<file path="src/rtl/bdc_cmd_sequencer_pkg.sv">
// Shared types and constants for the BDC command sequencer.
package bdc_cmd_sequencer_pkg;

  localparam int unsigned MAX_STEPS  = 8;
  localparam int unsigned STEP_IDX_W = $clog2(MAX_STEPS);
  localparam int unsigned STEP_CNT_W = STEP_IDX_W + 1;
  localparam int unsigned BYTE_W     = 8;
  localparam int unsigned WORD_W     = 16;

  typedef enum logic [1:0] {
    STEP_WRITE = 2'd0,
    STEP_DELAY = 2'd1,
    STEP_READ  = 2'd2
  } step_kind_e;

  typedef enum logic [1:0] {
    ST_IDLE  = 2'd0,
    ST_ISSUE = 2'd1,
    ST_WAIT  = 2'd2,
    ST_DONE  = 2'd3
  } state_e;

  typedef struct packed {
    logic [BYTE_W-1:0] opcode;
    logic              has_addr;
    logic [WORD_W-1:0] addr;
    logic [1:0]        wr_len;
    logic [WORD_W-1:0] wdata;
    logic [BYTE_W-1:0] delay;
    logic [1:0]        rd_len;
  } bdc_cmd_t;

  // Byte counts above two are treated as two.
  function automatic logic [1:0] clamp_len(input logic [1:0] len);
    return (len == 2'd3) ? 2'd2 : len;
  endfunction

endpackage

</file>
<file path="src/rtl/bdc_step_builder.sv">
// Expands a latched BDC command into an ordered list of byte-engine steps.
module bdc_step_builder
  import bdc_cmd_sequencer_pkg::*;
(
  input  bdc_cmd_t                         cmd_i,
  output step_kind_e [MAX_STEPS-1:0]       step_kind_o,
  output logic [MAX_STEPS-1:0][BYTE_W-1:0] step_byte_o,
  output logic [STEP_CNT_W-1:0]            step_cnt_o
);

  logic [1:0]            wr_len;
  logic [1:0]            rd_len;
  logic [STEP_CNT_W-1:0] n;

  // Append steps in wire order: opcode, address, write data, delay, reads.
  always_comb begin
    for (int unsigned i = 0; i < MAX_STEPS; i++) begin
      step_kind_o[i] = STEP_WRITE;
      step_byte_o[i] = '0;
    end
    wr_len = clamp_len(cmd_i.wr_len);
    rd_len = clamp_len(cmd_i.rd_len);
    n      = '0;

    step_byte_o[n[STEP_IDX_W-1:0]] = cmd_i.opcode;
    n = n + STEP_CNT_W'(1);

    if (cmd_i.has_addr) begin
      step_byte_o[n[STEP_IDX_W-1:0]] = cmd_i.addr[15:8];
      n = n + STEP_CNT_W'(1);
      step_byte_o[n[STEP_IDX_W-1:0]] = cmd_i.addr[7:0];
      n = n + STEP_CNT_W'(1);
    end

    if (wr_len == 2'd2) begin
      step_byte_o[n[STEP_IDX_W-1:0]] = cmd_i.wdata[15:8];
      n = n + STEP_CNT_W'(1);
    end
    if (wr_len != 2'd0) begin
      step_byte_o[n[STEP_IDX_W-1:0]] = cmd_i.wdata[7:0];
      n = n + STEP_CNT_W'(1);
    end

    if (cmd_i.delay != '0) begin
      step_kind_o[n[STEP_IDX_W-1:0]] = STEP_DELAY;
      step_byte_o[n[STEP_IDX_W-1:0]] = cmd_i.delay;
      n = n + STEP_CNT_W'(1);
    end

    for (int r = 0; r < 2; r++) begin
      if (2'(r) < rd_len) begin
        step_kind_o[n[STEP_IDX_W-1:0]] = STEP_READ;
        n = n + STEP_CNT_W'(1);
      end
    end

    step_cnt_o = n;
  end

endmodule

</file>
<file path="src/rtl/bdc_cmd_sequencer.sv">
// Turns one BDC command into single-byte strobes for the BDM byte engine.
module bdc_cmd_sequencer
  import bdc_cmd_sequencer_pkg::*;
#(
  parameter int unsigned TIMEOUT_CYCLES = 1048576
) (
  input  logic              clk,
  input  logic              rst,
  input  logic              cmd_valid,
  output logic              cmd_ready,
  input  logic [BYTE_W-1:0] cmd_opcode,
  input  logic              cmd_has_addr,
  input  logic [WORD_W-1:0] cmd_addr,
  input  logic [1:0]        cmd_wr_len,
  input  logic [WORD_W-1:0] cmd_wdata,
  input  logic [BYTE_W-1:0] cmd_delay,
  input  logic [1:0]        cmd_rd_len,
  input  logic              bdm_ready,
  input  logic              bdm_valid,
  input  logic [BYTE_W-1:0] bdm_data_out,
  output logic              bdm_do_write,
  output logic              bdm_do_read,
  output logic              bdm_do_delay,
  output logic [BYTE_W-1:0] bdm_data_in,
  output logic              rsp_valid,
  output logic [WORD_W-1:0] rsp_data,
  output logic              rsp_error
);

  localparam int unsigned       WDOG_W    = $clog2(TIMEOUT_CYCLES + 1);
  localparam logic [WDOG_W-1:0] WDOG_LAST = WDOG_W'(TIMEOUT_CYCLES - 1);

  state_e                           state_q, state_d;
  bdc_cmd_t                         cmd_q, cmd_d, cmd_in;
  logic [STEP_IDX_W-1:0]            idx_q, idx_d;
  logic [WDOG_W-1:0]                wdog_q, wdog_d;
  logic                             cmd_ready_q, cmd_ready_d;
  logic                             do_write_q, do_write_d;
  logic                             do_read_q, do_read_d;
  logic                             do_delay_q, do_delay_d;
  logic [BYTE_W-1:0]                data_in_q, data_in_d;
  logic                             rsp_valid_q, rsp_valid_d;
  logic                             rsp_error_q, rsp_error_d;
  logic [WORD_W-1:0]                rsp_data_q, rsp_data_d;

  step_kind_e [MAX_STEPS-1:0]       step_kind;
  logic [MAX_STEPS-1:0][BYTE_W-1:0] step_byte;
  logic [STEP_CNT_W-1:0]            step_cnt;
  step_kind_e                       cur_kind;
  logic                             last_step;
  logic                             wdog_hit;
  logic                             strobe_cycle;
  logic                             step_done;

  assign cmd_in = '{opcode:   cmd_opcode,
                    has_addr: cmd_has_addr,
                    addr:     cmd_addr,
                    wr_len:   cmd_wr_len,
                    wdata:    cmd_wdata,
                    delay:    cmd_delay,
                    rd_len:   cmd_rd_len};

  bdc_step_builder u_step_builder (
    .cmd_i       (cmd_q),
    .step_kind_o (step_kind),
    .step_byte_o (step_byte),
    .step_cnt_o  (step_cnt)
  );

  assign cur_kind     = step_kind[idx_q];
  assign last_step    = (({1'b0, idx_q} + STEP_CNT_W'(1)) == step_cnt);
  assign wdog_hit     = (wdog_q == WDOG_LAST);
  // The engine is still idle during the strobe cycle, so its ready is not yet meaningful.
  assign strobe_cycle = do_write_q | do_read_q | do_delay_q;
  assign step_done    = !strobe_cycle && ((cur_kind == STEP_READ) ? bdm_valid : bdm_ready);

  // State register.
  always_ff @(posedge clk) begin
    if (rst) state_q <= ST_IDLE;
    else     state_q <= state_d;
  end

  // Next-state, strobe, response and watchdog logic.
  always_comb begin
    state_d     = state_q;
    cmd_d       = cmd_q;
    idx_d       = idx_q;
    wdog_d      = wdog_q;
    cmd_ready_d = cmd_ready_q;
    do_write_d  = 1'b0;
    do_read_d   = 1'b0;
    do_delay_d  = 1'b0;
    data_in_d   = data_in_q;
    rsp_valid_d = 1'b0;
    rsp_error_d = rsp_error_q;
    rsp_data_d  = rsp_data_q;

    case (state_q)
      ST_IDLE: begin
        if (cmd_valid) begin
          cmd_d       = cmd_in;
          idx_d       = '0;
          wdog_d      = '0;
          rsp_data_d  = '0;
          rsp_error_d = 1'b0;
          cmd_ready_d = 1'b0;
          state_d     = ST_ISSUE;
        end
      end
      ST_ISSUE: begin
        if (bdm_ready) begin
          case (cur_kind)
            STEP_WRITE: do_write_d = 1'b1;
            STEP_DELAY: do_delay_d = 1'b1;
            default:    do_read_d  = 1'b1;
          endcase
          data_in_d = step_byte[idx_q];
          wdog_d    = '0;
          state_d   = ST_WAIT;
        end else if (wdog_hit) begin
          rsp_valid_d = 1'b1;
          rsp_error_d = 1'b1;
          wdog_d      = '0;
          state_d     = ST_DONE;
        end else begin
          wdog_d = wdog_q + WDOG_W'(1);
        end
      end
      ST_WAIT: begin
        if (step_done) begin
          if (cur_kind == STEP_READ) rsp_data_d = {rsp_data_q[7:0], bdm_data_out};
          wdog_d = '0;
          if (last_step) begin
            rsp_valid_d = 1'b1;
            state_d     = ST_DONE;
          end else begin
            idx_d   = idx_q + STEP_IDX_W'(1);
            state_d = ST_ISSUE;
          end
        end else if (wdog_hit) begin
          rsp_valid_d = 1'b1;
          rsp_error_d = 1'b1;
          wdog_d      = '0;
          state_d     = ST_DONE;
        end else begin
          wdog_d = wdog_q + WDOG_W'(1);
        end
      end
      default: begin
        cmd_ready_d = 1'b1;
        wdog_d      = '0;
        state_d     = ST_IDLE;
      end
    endcase
  end

  // Datapath and output registers.
  always_ff @(posedge clk) begin
    if (rst) begin
      cmd_q       <= '0;
      idx_q       <= '0;
      wdog_q      <= '0;
      cmd_ready_q <= 1'b1;
      do_write_q  <= 1'b0;
      do_read_q   <= 1'b0;
      do_delay_q  <= 1'b0;
      data_in_q   <= '0;
      rsp_valid_q <= 1'b0;
      rsp_error_q <= 1'b0;
      rsp_data_q  <= '0;
    end else begin
      cmd_q       <= cmd_d;
      idx_q       <= idx_d;
      wdog_q      <= wdog_d;
      cmd_ready_q <= cmd_ready_d;
      do_write_q  <= do_write_d;
      do_read_q   <= do_read_d;
      do_delay_q  <= do_delay_d;
      data_in_q   <= data_in_d;
      rsp_valid_q <= rsp_valid_d;
      rsp_error_q <= rsp_error_d;
      rsp_data_q  <= rsp_data_d;
    end
  end

  assign cmd_ready    = cmd_ready_q;
  assign bdm_do_write = do_write_q;
  assign bdm_do_read  = do_read_q;
  assign bdm_do_delay = do_delay_q;
  assign bdm_data_in  = data_in_q;
  assign rsp_valid    = rsp_valid_q;
  assign rsp_data     = rsp_data_q;
  assign rsp_error    = rsp_error_q;

endmodule

</file>
<file path="config.mk">
export PLATFORM = sky130hd
export DESIGN_NAME = bdc_cmd_sequencer
export DESIGN_NICKNAME = d
export VERILOG_FILES = /design/src/rtl/bdc_cmd_sequencer_pkg.sv /design/src/rtl/bdc_step_builder.sv /design/src/rtl/bdc_cmd_sequencer.sv
export SDC_FILE = /design/constraint.sdc
export NUM_CORES = 1
export LEC_CHECK = 0
export ABC_AREA = 1
export CORE_UTILIZATION = 25
export CTS_CLUSTER_DIAMETER = 30
export CTS_CLUSTER_SIZE = 40
export DETAILED_ROUTE_END_ITERATION = 6
export PLACE_DENSITY_LB_ADDON = 0.12
export SLEW_MARGIN = 10
export SYNTH_ARGS = -nofsm -noshare
export SYNTH_HDL_FRONTEND = slang
export SYNTH_SLANG_ARGS = --single-unit
export TNS_END_PERCENT = 5
</file>
<file path="constraint.sdc">
create_clock -name clk -period 5.8 [get_ports clk]
set_input_delay 0.58 -clock clk [delete_from_list [all_inputs] [get_ports clk]]
set_output_delay 0.58 -clock clk [all_outputs]
set_load 0.05 [all_outputs]
</file>
==> out/qor.yml <==
cts_resized: 0
drt_pre_antenna_iters: 5
cts_buffers: 9
wl_met2_mm: 10.0
num_vias: 6938
multiInputGateArea_um2: 4060
yosys_warnings: 0
cts_max_level: 3
fin_tns_setup_ns: 0
rows: 59
power.internal_mw: 1.35
avgViaCountPerCell: 4.98
nNetsFinal: 1133
finalCritPeriodShare_pct: 67.7
grt_pass1_vias: 6715
drive_gt1_share_pct: 8.70
crit_fanout: 26
dr_wl_met3_um: 746
diodes: 0
postCtsHoldBufs: 0
post-route-drc-count: 0
synthFlopType: "dfxtp_1"
swShare_pct: 39.7
maxUsedRoutingLayer: "met4"
hold_depth: 2
synth_cells: 990
nFillCells: 2919
synth_top_cell_area_share_pct: 32.1
grt_usage_pct: 16.6
p_leak_nw: 2.91
hold_start: "rsp_data[11]"
die_height_um: 167
core_um2: 26400
clock_path_buffers: 2
final_common_cell: "nand2_1"
clockPowerShare_pct: 27.6
postPlaceCellArea_um2: 8010
vdd_ir_drop_max_mv: 0.119
drtAntennaViolNets: 0
fmax_ghz: 0.255
rsz0062_at_grt: "no"
p_per_area_nw_per_um2: 270
io_pins: 96
synth_area_um2: 6790
yosys.cell_types.count: 52
hold_end: "rsp_data[11]"
wirelength_mm: 22.5
regArea_um2: 2180
finClkSkew_ns: 0.0132
min_path_type: "reg2reg"
power_frac_comb_pct: 33.6
layout_common_cells: "nand2_1, nor2_1, dfxtp_1"
area_growth_pct: 22.2
dieWidth_um: 167
finalSetupViolCount: 0
power.switching_mw: 0.889
wl_met1_mm: 11.3
ys_seq_elements: 109
avgSynthCellArea_um2: 6.86
synth_top_cell_by_area: "dfxtp_1"
drtIter0Drc: 439
synth-edff-count: 0
async_flop_share_pct: 0
worstPathRequired_ns: 6.10
start_util_pct: 25.8
grt_overflow: 0
maxCapViolations: 0
slew_headroom_pct: 17.3
die-area_um2: 27800
hold_viol_final: 0
rr_worst_depth: 26
dp_hpwl_mm: 16.7
root_buffer: "clkbuf_16"
cts.clk_slew.worst_paths_ns: 0.08
period_needed_ns: 3.93
synth.area.top_cells: "dfxtp_1, nand2_1, o21ai_0"
wire_per_inst_um: 16.2
crit_path_start_kind: "register"
outcome: "complete, no violations"
final_cell_area_um2: 8290
grt_pass1_wl_mm: 36.6
syn_nets: 1070
rr_endpoint: "wdog_q[1]"
ys_seq_area_share_pct: 32.1
worstSetupPathType: "reg2reg"
gp_congestion: 0.849
antenna_found_initial: 0
worstMarginPinSlew_ns: 1.23
slew_viol_final: 0
power_mw: 2.24
io_buffers: 95
power.share.sequential_pct: 38.8
cp.arrival_ns: 4.23
cts_post_setup_buffers_inserted: 0
clock_sinks: 109
ff2ff_setup_slack_ns: 1.87
clock_latency_ns: 0.37
cts_tree: "done"
cp-end-kind: "register"
reg2reg_from: "cmd_q[44]"
grt_max_degree: 66
cells in the mapped netlist, types with 10 or more instances:
library cell,number
a21oi_1,76
a31oi_1,13
clkbuf_1,46
dfxtp_1,109
ha_1,14
inv_1,78
nand2_1,185
nand2_2,18
nand3_1,49
nand4_1,21
nor2_1,114
nor3_1,10
o211ai_1,49
o21ai_0,94
xor2_1,11
state kept, by name (all words and copies together) (netlist names), 2 cells and up:
| name | count |
|---|---|
| rsp_data | 16 |
| idx_q | 3 |
| wdog_q | 21 |
| cmd_q | 53 |
| bdm_data_in | 8 |
| state_q | 2 |
worst max-delay path, stage by stage, from the launching register on:
cell and delay (ns):
dfxtp_1 0.31, buf_4 0.28, inv_1 0.21, ha_1 0.38, inv_1 0.09, nand2_1 0.07, nand2_1 0.08, inv_1 0.10
nand2_1 0.07, nand2_2 0.09, ha_1 0.14, inv_1 0.03, nor2_1 0.17, inv_1 0.10, nand3_4 0.10, nand2_2 0.10
inv_2 0.08, nand3_1 0.09, nand3_1 0.08, nand3_1 0.08, nand2_2 0.15, nand3_2 0.11, nand3_2 0.13, nand2_4 0.09
a21boi_4 0.48, nand2_1 0.09, a21oi_1 0.14
layout make-up:
type | count | share of cell area (%)
Tap cell | 335 | 5.06
Clock buffer | 9 | 2.72
Inverter | 85 | 3.85
Sequential cell | 109 | 26.3
Timing Repair Buffer | 105 | 12.4
Multi-Input combinational cell | 743 | 49.0
Clock inverter | 7 | 0.709
per-layer routing:
layer  global-route usage (%)  vias to the layer above
met5                        0                        -
met4                     5.88                        0
met3                     2.19                       33
met2                     26.0                      166
met1                     23.2                     3207
li1                         -                     3532
power groups by stage:
| stage | logic [mW] | clock network (mW) | registers [mW] |
|---|---|---|---|
| 4_1_cts | 0.755 | 0.639 | 0.868 |
| 2_1_floorplan | 0.504 | 0 | 0.893 |
| 6_report | 0.752 | 0.618 | 0.867 |
| 3_3_place_gp | 0.756 | 0 | 0.886 |
| 5_1_grt | 0.841 | 0.668 | 0.875 |
| 3_5_place_dp | 0.752 | 0 | 0.885 |
cells by family after synthesis:
kind of cell               count (synthesis)  share of synthesized area [%]
buffers and inverters                    138                           8.06
adders and majority gates                 14                           2.58
DFF                                      109                           32.1
AOI/OAI and AO/OA                        283                           25.7
and+or+nand+nor                          433                           29.8
xor gates and xnor gates                  13                           1.68
per-stage QoR:
stage                     utilization [%]  setup slack, ns  std cells  hold WS, ns
after floorplan                         -             2.46        990        0.424
after global placement               30.4             2.00       1377        0.452
after detailed placement             30.4             1.89       1377        0.459
after CTS                            31.5             1.86       1393        0.472
after global routing                 31.5             1.47       1393        0.497
final                                31.5             1.87       1393        0.467
how the worst max path moves through the flow:
stage	from	to	slack, ns	cells after the start
after floorplan	cmd_q[27]	idx_q[1]	2.46	24
after global placement	cmd_q[44]	wdog_q[1]	2.00	26
after detailed placement	cmd_q[44]	wdog_q[1]	1.89	26
after CTS	cmd_q[44]	wdog_q[1]	1.86	26
after global routing	cmd_q[44]	wdog_q[1]	1.47	26
final	cmd_q[44]	wdog_q[1]	1.87	26
Note: power is estimated with default switching activity, not from simulation.
